--- src/rtl/port_ingress_buffer.sv ---
// port_ingress_buffer: filtered first-word-fall-through packet FIFO feeding one switch port
//   clk, rst                            clock and synchronous active-high reset
//   in_valid/in_ready                   host-side accept handshake (in_ready = not full)
//   in_source/in_target/in_data         offered packet: one-hot source, target mask, payload
//   out_valid/out_ready                 switch-side handshake for head-of-FIFO packet
//   out_source/out_target/out_data      head packet fields, zero when empty
//   level                               stored packet count
//   drop_count                          saturating count of filtered packets
module port_ingress_buffer #(
   parameter int DEPTH = 4,
   parameter int PORT_ID = 0
) (
   input  logic                       clk,
   input  logic                       rst,
   input  logic                       in_valid,
   output logic                       in_ready,
   input  logic [3:0]                 in_source,
   input  logic [3:0]                 in_target,
   input  logic [7:0]                 in_data,
   output logic                       out_valid,
   input  logic                       out_ready,
   output logic [3:0]                 out_source,
   output logic [3:0]                 out_target,
   output logic [7:0]                 out_data,
   output logic [$clog2(DEPTH):0]     level,
   output logic [7:0]                 drop_count
);
   localparam int AW = $clog2(DEPTH);
   localparam int LW = AW + 1;
   logic [15:0]   mem [DEPTH];
   logic [AW-1:0] wp, rp;
   logic [3:0]    eff_target;
   logic          one_hot, accept, keep, drop, pop;
   // the own-port bit is cleared so a packet never loops back to its ingress
   always_comb begin
      eff_target = in_target & ~(4'b0001 << PORT_ID);
      one_hot    = (in_source != 4'b0000) && ((in_source & (in_source - 4'b0001)) == 4'b0000);
      in_ready   = level < LW'(DEPTH);
      accept     = in_valid && in_ready;
      keep       = accept && one_hot && (eff_target != 4'b0000);
      drop       = accept && !keep;
      out_valid  = level != '0;
      pop        = out_valid && out_ready;
      {out_source, out_target, out_data} = out_valid ? mem[rp] : 16'h0000;
   end
   always_ff @(posedge clk) begin
      if (keep && !rst) mem[wp] <= {in_source, eff_target, in_data};
   end
   always_ff @(posedge clk) begin
      if (rst) begin
         wp         <= '0;
         rp         <= '0;
         level      <= '0;
         drop_count <= '0;
      end else begin
         if (keep) wp <= wp + AW'(1);
         if (pop) rp <= rp + AW'(1);
         level <= level + LW'(keep) - LW'(pop);
         if (drop && drop_count != 8'hFF) drop_count <= drop_count + 8'd1;
      end
   end
endmodule

--- config.mk ---
export PLATFORM = sky130hd
export DESIGN_NAME = port_ingress_buffer
export DESIGN_NICKNAME = d
export VERILOG_FILES = /design/src/rtl/port_ingress_buffer.sv
export SDC_FILE = /design/constraint.sdc
export NUM_CORES = 1
export LEC_CHECK = 0
export CORE_ASPECT_RATIO = 0.75
export CORE_MARGIN = 1
export CORE_UTILIZATION = 55
export CTS_BUF_LIST = sky130_fd_sc_hd__clkbuf_8
export DETAILED_ROUTE_END_ITERATION = 7
export PLACE_DENSITY = 0.78
export SETUP_SLACK_MARGIN = 0.1
export SLEW_MARGIN = 20
export SYNTH_ARGS = -nofsm -noshare
export SYNTH_HDL_FRONTEND = slang
export SYNTH_SLANG_ARGS = --single-unit
--- constraint.sdc ---
create_clock -name clk -period 2.7 [get_ports clk]
set_input_delay 0.54 -clock clk [delete_from_list [all_inputs] [get_ports clk]]
set_output_delay 0.54 -clock clk [all_outputs]
set_load 0.02 [all_outputs]
## After elaboration in Yosys (flattened, before gate mapping)

Memory sizes are Yosys's and may differ from the RTL's. A register that Yosys moved wholly into a read port is not among the register bits.
Index checks and enable logic that the tools add are counted.

- Reduce and logical (&&, ||, !) cells: 14
- Magnitude comparators: 1
- Mux-type cells: 5
- Equal/unequal tests: 1
- Add/subtract/negate cells: 6
- Bitwise logic cells: 1

Operators by type and width:

| kind | count |
|---|---|
| two-way mux 16 bit | 1 |
| adder 8 x 1 -> 8 bit, second input constant | 1 |
| logical AND 1 bit | 8 |
| != test 8 bit, second input constant | 1 |
| nonzero test 4 bit | 2 |
| adder 2 x 1 -> 2 bit, second input constant | 2 |
| AND 4 bit | 1 |
| logical NOT 4 bit | 1 |
| two-way mux 2 bit | 2 |
| subtractor 4 x 1 -> 4 bit, second input constant | 1 |
| adder 3 x 1 -> 3 bit | 1 |
| less-than comparator 3 bit, second input constant | 1 |
| nonzero test 3 bit | 1 |
| subtractor 3 x 1 -> 3 bit | 1 |
| logical NOT 1 bit | 2 |
| two-way mux 1 bit | 2 |

- Input bits: 20
- Output and inout bits: 29
- Register bits: 15
- Word-level logic and storage cells: 33
- Memories: 1
- Memory bits (writable): 60

Memories:

| memory | depth | bits a word | rd ports | clocked after Yosys merged registers in | write ports | RTL line | source |
|---|---|---|---|---|---|---|---|
| mem | 4 | 15 | 1 | 1 | 1 | 30 | `logic [15:0] mem [DEPTH];` |

## Longest topological paths before layout

Gate-level depths: netlist of run 1.

- Word-level depth: 9
- Depth in mapped cells: 10
- Mapped depth without buffers: 9

## Least setup slack after synthesis of run 1

OpenSTA, ideal clock, no wires.

- Kind: register to register
- Start: register level[2]
- End: register level[2]
- Period minus slack after synthesis: 2.376 ns
- Cell stages (with the launch flop): 11
- Setup time: 0.128 ns
- Buffers on the path: 1
- Required time: 2.572 ns
- Slack: 0.324 ns
- Arrival: 2.248 ns
- Cell sequence: dfxtp_1 or3_1 clkbuf_1 and2_1 ha_1 inv_1 ha_1 fa_1 xnor2_1 xnor2_1 nor2_1

- Elaborated cells between the ends (all ways): 8
- Classes of those cells: add/sub: 2; order compare: 1; reduce/logical: 5

RTL lines:

| element | RTL line | source |
|---|---|---|
| start: declaration | 25 | `output logic [$clog2(DEPTH):0] level,` |
| start signal: assignment | 58 | `level <= level + LW'(keep) - LW'(pop);` |
| nonzero test 3 bit | 42 | `out_valid = level != '0;` |
| logical AND 1 bit | 43 | `pop = out_valid && out_ready;` |
| via pop | 33 | `logic one_hot, accept, keep, drop, pop;` |
| subtractor 3 x 1 -> 3 bit | 58 |  |

The timed path passes the listed nets, and every way through them passes these cells.
A chain may end at the register's enable or synchronous reset.

==> results.cfg, run 1 <==
[yosys]
synth_top_area_share = 0.5705
ys_ff_latch = 77
synth_area_um2 = 3158
seq_area_frac_synth = 0.6783
synth_compound_area_frac = 0.03249
syn_area_per_cell_um2 = 16.45
synthMuxAreaShare = 0.1133
synthXorXnorAreaFrac = 0.02179
synth_cell_types = 36
synthTopCellsByArea = edfxtp_1 57%, dfxtp_1 11%, mux4_2 11%
ys_warn_count = 0
synth-adder-area-share = 0.03407
syn_inst = 192
synthSimpleGateAreaFrac = 0.09469
yosysTopAreaCell = edfxtp_1
synth_top_family_by_area = multiplexers
synth_fp_nets = 220

[layout]
final_cells = 334
multi_input_area_um2 = 939.7
diodes = 0
fillerInstances = 376
seqCellArea_um2 = 2142
layout-drive-gt1-share = 0.1892
fin_nets = 283
area_growth_pct = 26.78

[worst_setup_path]
r2r_start = level[2]$_SDFF_PP0_
path_class = register to primary output
required_ns = 2.16
r2r_slack_ns = 0.38
r2r_end = level[2]$_SDFF_PP0_
crit_path_end_kind = primary output
cp-start-kind = register
crit_fanout = 15
crit_end = out_data[1]
r2r_cells = 9
cp.arrival_ns = 1.89

[clocking]
clockRootBuffer = clkbuf_8
insertion_delay_ns = 0.33
post_cts_buffers = 0
cts_made_buffers = 9
clock_sinks = 77
clockBufferDepth = 2
clkTransAtPathRegs_ns = 0.07
htreeDepth = 3
cts_tree = done

[power_and_ir_drop]
p_int_w = 0.002317
power_density_nw_per_um2 = 834.2
clkPwrFrac = 0.242
seqPwrFrac = 0.412
p_sw_frac = 0.3063
p_sw_w = 0.001023
leakage_nw = 1.408
ir_drop_v = 0.0009470
power_w = 0.003340
p_comb_frac = 0.346

[floorplanning]
initial_core_util = 0.5806
core.rowCount = 23
die_w_um = 89.50
ios = 49
coreArea_um2 = 5439
dieArea_um2 = 6052
dieHeight_um = 67.63

[sta]
hold_violations = 0
timing.fmax_ghz = 0.4120
setup_viol = 0
post-route-period-util = 0.8989
maxSlewViolCount = 0
finalCriticalPeriod_ns = 2.427
rsz0062_at_grt = false
slew_headroom = 0.6311
finClkSkew_ns = 0.005372
worst-slew-pin-transition_ns = 0.5530

[place]
numPlacedInstances = 319
io_buffers = 46
gp_congestion = 0.7486
dp_hpwl_um = 3416

[drt]
route.detailed.drc = 0
vias_per_cell = 5.186
vias = 1732
drt_pass1_iterations = 5
wl_per_cell_um = 15.04
ant_nets = 0
drtIter0Drc = 81
wl_um = 5023

[global_routing]
grt_max_degree = 17
antenna_found_initial = 0
grt-ovfl-total = 0
grtUsageTotal = 0.1915
grt_pass1_vias = 1706
grt_pass1_wl_um = 8045

[outcome]
status = complete, no violations

[run]
cap_violations = 0

[min_path]
hp-class = register to register
## Yosys cell counts
cell and count:
buf_2 1, o211ai_1 1, nand3_1 3, dfxtp_1 17, buf_4 2, edfxtp_1 60
or3_1 4, o21a_1 1, fa_1 1, xnor2_2 1, conb_1 1, a21oi_1 5
nor2_2 1, or4_1 2, buf_6 1, clkbuf_1 4, nor2b_1 2, o21ba_1 1
nor2_1 10, a221o_2 1, and2b_1 1, nand2_1 4, xor2_1 2, mux4_2 15
nand4_1 1, nor4b_4 1, nor3_1 2, o21ai_0 1, o31ai_1 2, xnor2_1 4
inv_1 8, o21bai_2 1, ha_1 7, o21ai_1 2, and2_1 20, mux2i_1 2
## worst min-delay path by stage
stage | from | end | slack, ns | depth (start not counted)
final | drop_count[7]$_SDFFE_PP0P_ | drop_count[7]$_SDFFE_PP0P_ | 0.50 | 2
after global routing | drop_count[7]$_SDFFE_PP0P_ | drop_count[7]$_SDFFE_PP0P_ | 0.54 | 2
after CTS | drop_count[7]$_SDFFE_PP0P_ | drop_count[7]$_SDFFE_PP0P_ | 0.51 | 2
after detailed placement | drop_count[7]$_SDFFE_PP0P_ | drop_count[7]$_SDFFE_PP0P_ | 0.50 | 2
after global placement | drop_count[7]$_SDFFE_PP0P_ | drop_count[7]$_SDFFE_PP0P_ | 0.49 | 2
after floorplan | rp[1]$_SDFFE_PP0P_ | register | 0.48 | 2
## state kept, by name, summed over array words and instances (netlist names), named ones only
| register | flops |
|---|---|
| rp | 2 |
| drop_count | 8 |
| mem | 60 |
| level | 3 |
| wp | 2 |
## cells by family (layout without fill, tap and decap cells)
group | Yosys count | after routing
flops | 77 | 77
simple gates | 51 | 51
mux | 17 | 17
buf+inv | 16 | 83
compound gates | 15 | 15
fa+ha+maj | 8 | 8
xor+xnor | 7 | 7
other cells | 1 | 1
## layout make-up
class | count | share of cell area
Multi-Input combinational cell | 99 | 0.2347
Inverter | 8 | 0.007500
Timing Repair Buffer | 60 | 0.1522
Clock inverter | 6 | 0.01625
Tap cell | 75 | 0.02344
Clock buffer | 9 | 0.03094
Sequential cell | 77 | 0.5350
## worst max-delay path: stages, from the launching register on
cell and delay, ns:
dfxtp_1 0.36, buf_12 0.18, mux4_2 0.51, and2_1 0.17, dlygate4sd2_1 0.33
## per-layer routing
layer | wire length [um] | GRT usage
met2 | 2475 | 0.3225
met1 | 2160 | 0.2381
met5 | 0 | 0
met3 | 345 | 0.05868
met4 | 42 | 0.06548
## through the flow
| step | TNS (ns) | hold slack (ns) | setup slack (ns) | util | cell area (um^2) |
|---|---|---|---|---|---|
| detailed placement | -1.231 | 0.4980 | -0.02833 | 0.7049 | 3834 |
| CTS | 0 | 0.5093 | 0.2395 | 0.7361 | 4004 |
| global route | 0 | 0.5376 | 0.1780 | 0.7361 | 4004 |
| global placement | -0.3478 | 0.4874 | -0.01637 | 0.7049 | 3834 |
| floorplan | 0 | 0.4847 | 0.3242 | - | 3158 |
| finish | 0 | 0.5048 | 0.2731 | 0.7361 | 4004 |
## cell usage in the layout (no fill, tap or decap), types with 2 or more instances in the layout
cell | netlist | layout
mux4_2 | 15 | 15
ha_1 | 7 | 7
xnor2_1 | 4 | 4
clkbuf_8 | 0 | 9
dfxtp_1 | 17 | 17
nor2_1 | 10 | 10
or4_1 | 2 | 2
o21ai_1 | 2 | 2
nand3_1 | 3 | 3
nor3_1 | 2 | 2
mux2i_1 | 2 | 2
nand2_1 | 4 | 4
a21oi_1 | 5 | 5
o31ai_1 | 2 | 2
nor2b_1 | 2 | 2
dlygate4sd2_1 | 0 | 15
buf_4 | 2 | 9
edfxtp_1 | 60 | 60
clkdlybuf4s50_1 | 0 | 31
xor2_1 | 2 | 2
clkinv_2 | 0 | 2
or3_1 | 4 | 4
clkinv_4 | 0 | 2
and2_1 | 20 | 20
buf_12 | 0 | 5
inv_1 | 8 | 8
## timing repair
item,in CTS,in global routing
endpoints found under the setup margin,15,0
resized for setup,15,0
hold buffers,0,0
## power by group through the flow
stage	Sequential [W]	Clock, W	Combinational [W]
6_report	0.00138	0.000808	0.00116
5_1_grt	0.00138	0.000871	0.00127
4_1_cts	0.00138	0.000831	0.00118
3_5_place_dp	0.00140	0	0.00128
3_3_place_gp	0.00140	0	0.00126
2_1_floorplan	0.00143	0	0.000728
Power figures use the tool's default switching activity.
==> run 2, diff against run 1 <==
- CAP_MARGIN: default -> 20
- REMOVE_ABC_BUFFERS: default -> 1
==> results.cfg, run 2 (same netlist as run 1, synthesis figures left out) <==
[power_and_ir_drop]
p_int_w = 0.002226
p_comb_frac = 0.355
ir_drop_v = 0.0004284
power_density_nw_per_um2 = 824.6
seqPwrFrac = 0.421
leakage_nw = 1.387
p_sw_frac = 0.3198
p_sw_w = 0.001046
clkPwrFrac = 0.224

[drt]
route.detailed.drc = 0
drtIter0Drc = 91
vias_per_cell = 5.393
ant_nets = 0
wl_per_cell_um = 16.34
drt_pass1_iterations = 4
vias = 1796
wl_um = 5441

[worst_setup_path]
path_class = register to primary output
crit_fanout = 15
crit_end = out_data[0]
crit_path_end_kind = primary output
r2r_end = level[2]$_SDFF_PP0_
r2r_cells = 9
r2r_start = level[2]$_SDFF_PP0_
cp.arrival_ns = 1.90
cp-start-kind = register
required_ns = 2.16
r2r_slack_ns = 0.42

[sta]
timing.fmax_ghz = 0.4094
slew_headroom = 0.6285
fin_ws_ns = 0.2572
maxSlewViolCount = 0
finClkSkew_ns = 0.005541
worst-slew-pin-transition_ns = 0.5568
hold_violations = 0
setup_viol = 0
finalCriticalPeriod_ns = 2.443
rsz0062_at_grt = false
post-route-period-util = 0.9047

[clocking]
cts_made_buffers = 9
insertion_delay_ns = 0.34
clockRootBuffer = clkbuf_8
cts_tree = done
clkTransAtPathRegs_ns = 0.08
clockBufferDepth = 2
htreeDepth = 3
hold_buffers = 0
clock_sinks = 77

[run]
cap_violations = 0

[global_routing]
antenna_found_initial = 0
grt_pass1_wl_um = 8714
grt_pass1_vias = 1787
grt-ovfl-total = 0
grtUsageTotal = 0.2094
grt_max_degree = 17

[floorplanning]
coreArea_um2 = 5439
ios = 49
die_w_um = 89.50
initial_core_util = 0.5806
dieHeight_um = 67.63
dieArea_um2 = 6052
core.rowCount = 23

[layout]
postLayoutCellArea_um2 = 3968
fillerInstances = 349
largest_reg_flops = 60
area_growth_pct = 25.63
final_common_cell = edfxtp_1
largestRegisters = mem: 60 flops, drop_count: 8 flops, level: 3 flops
final_cell_mix = 60 x edfxtp_1, 31 x clkdlybuf4s50_1, 20 x and2_1
top_register = mem
layout-drive-gt1-share = 0.1783
fin_nets = 281
diodes = 0

[outcome]
status = complete, no violations

[min_path]
hp-class = register to register
hp-start = drop_count[5]$_SDFFE_PP0P_

[place]
dp_slack_ns = -0.01018
io_buffers = 46
gp_congestion = 0.6882
dp_hpwl_um = 3674
placed_area_um2 = 3819
## run 2: cell count changes in the layout (fill, tap and decap cells not counted)
cell	before	now
inv_1	8	10
clkinvlp_4	1	3
bufinv_16	1	0
buf_4	9	7
inv_6	0	1
clkinv_2	2	1
clkinv_4	2	0
## run 2: power groups by stage
| stage | logic, W | clock network, W | registers (W) |
|---|---|---|---|
| 2_1_floorplan | 0.000639 | 0 | 0.00148 |
| 3_3_place_gp | 0.00126 | 0 | 0.00140 |
| 3_5_place_dp | 0.00128 | 0 | 0.00140 |
| 4_1_cts | 0.00119 | 0.000753 | 0.00138 |
| 5_1_grt | 0.00129 | 0.000806 | 0.00138 |
| 6_report | 0.00116 | 0.000733 | 0.00138 |
## run 2: area by class of cell
class / count / area, um^2 / area share
clock buffer: 9 / 123.9 / 0.03122
clock inverter: 7 / 43.79 / 0.01104
inverter: 8 / 30.03 / 0.007569
multi-input combinational: 99 / 939.7 / 0.2368
sequential: 77 / 2142 / 0.5399
tap: 75 / 93.84 / 0.02365
timing repair buffer: 58 / 594.3 / 0.1498
## run 2: worst min-delay path by stage
stage	endpoint	slack [ns]	cells past startpoint
after floorplan	register	0.48	2
after global placement	drop_count[7]$_SDFFE_PP0P_	0.48	2
after detailed placement	drop_count[5]$_SDFFE_PP0P_	0.51	2
after CTS	drop_count[5]$_SDFFE_PP0P_	0.53	2
after global routing	drop_count[7]$_SDFFE_PP0P_	0.57	2
final	drop_count[5]$_SDFFE_PP0P_	0.53	2
## run 2: through the flow
step	power, W	cells	util	TNS (ns)	hold slack (ns)
2_1_floorplan	0.002114	184	-	0	0.4847
3_3_place_gp	0.002657	317	0.7021	-0.08454	0.4831
5_1_grt	0.003479	333	0.7295	0	0.5663
6_report	0.003272	333	0.7295	0	0.5290
4_1_cts	0.003316	333	0.7295	0	0.5285
3_5_place_dp	0.002684	317	0.7021	-0.01048	0.5146
## run 2: repair_timing
action / 4_1_cts / 5_1_grt
gates resized for setup: 15 / 0
setup endpoints to repair: 15 / 0
buffers inserted: 0 / 0
## run 2: worst max-delay path, stage by stage (launching register included)
cell and delay [ns]:
dfxtp_1 0.36, buf_12 0.19, mux4_2 0.52, and2_1 0.18, dlygate4sd2_1 0.32
## run 2: per-layer routing
| metal | up-vias | track usage | part of all wire |
|---|---|---|---|
| met5 | - | 0 | 0 |
| met4 | 0 | 0.08730 | 0.013 |
| met3 | 8 | 0.06601 | 0.054 |
| met2 | 60 | 0.3349 | 0.50 |
| met1 | 888 | 0.2679 | 0.43 |
| li1 | 840 | - | - |
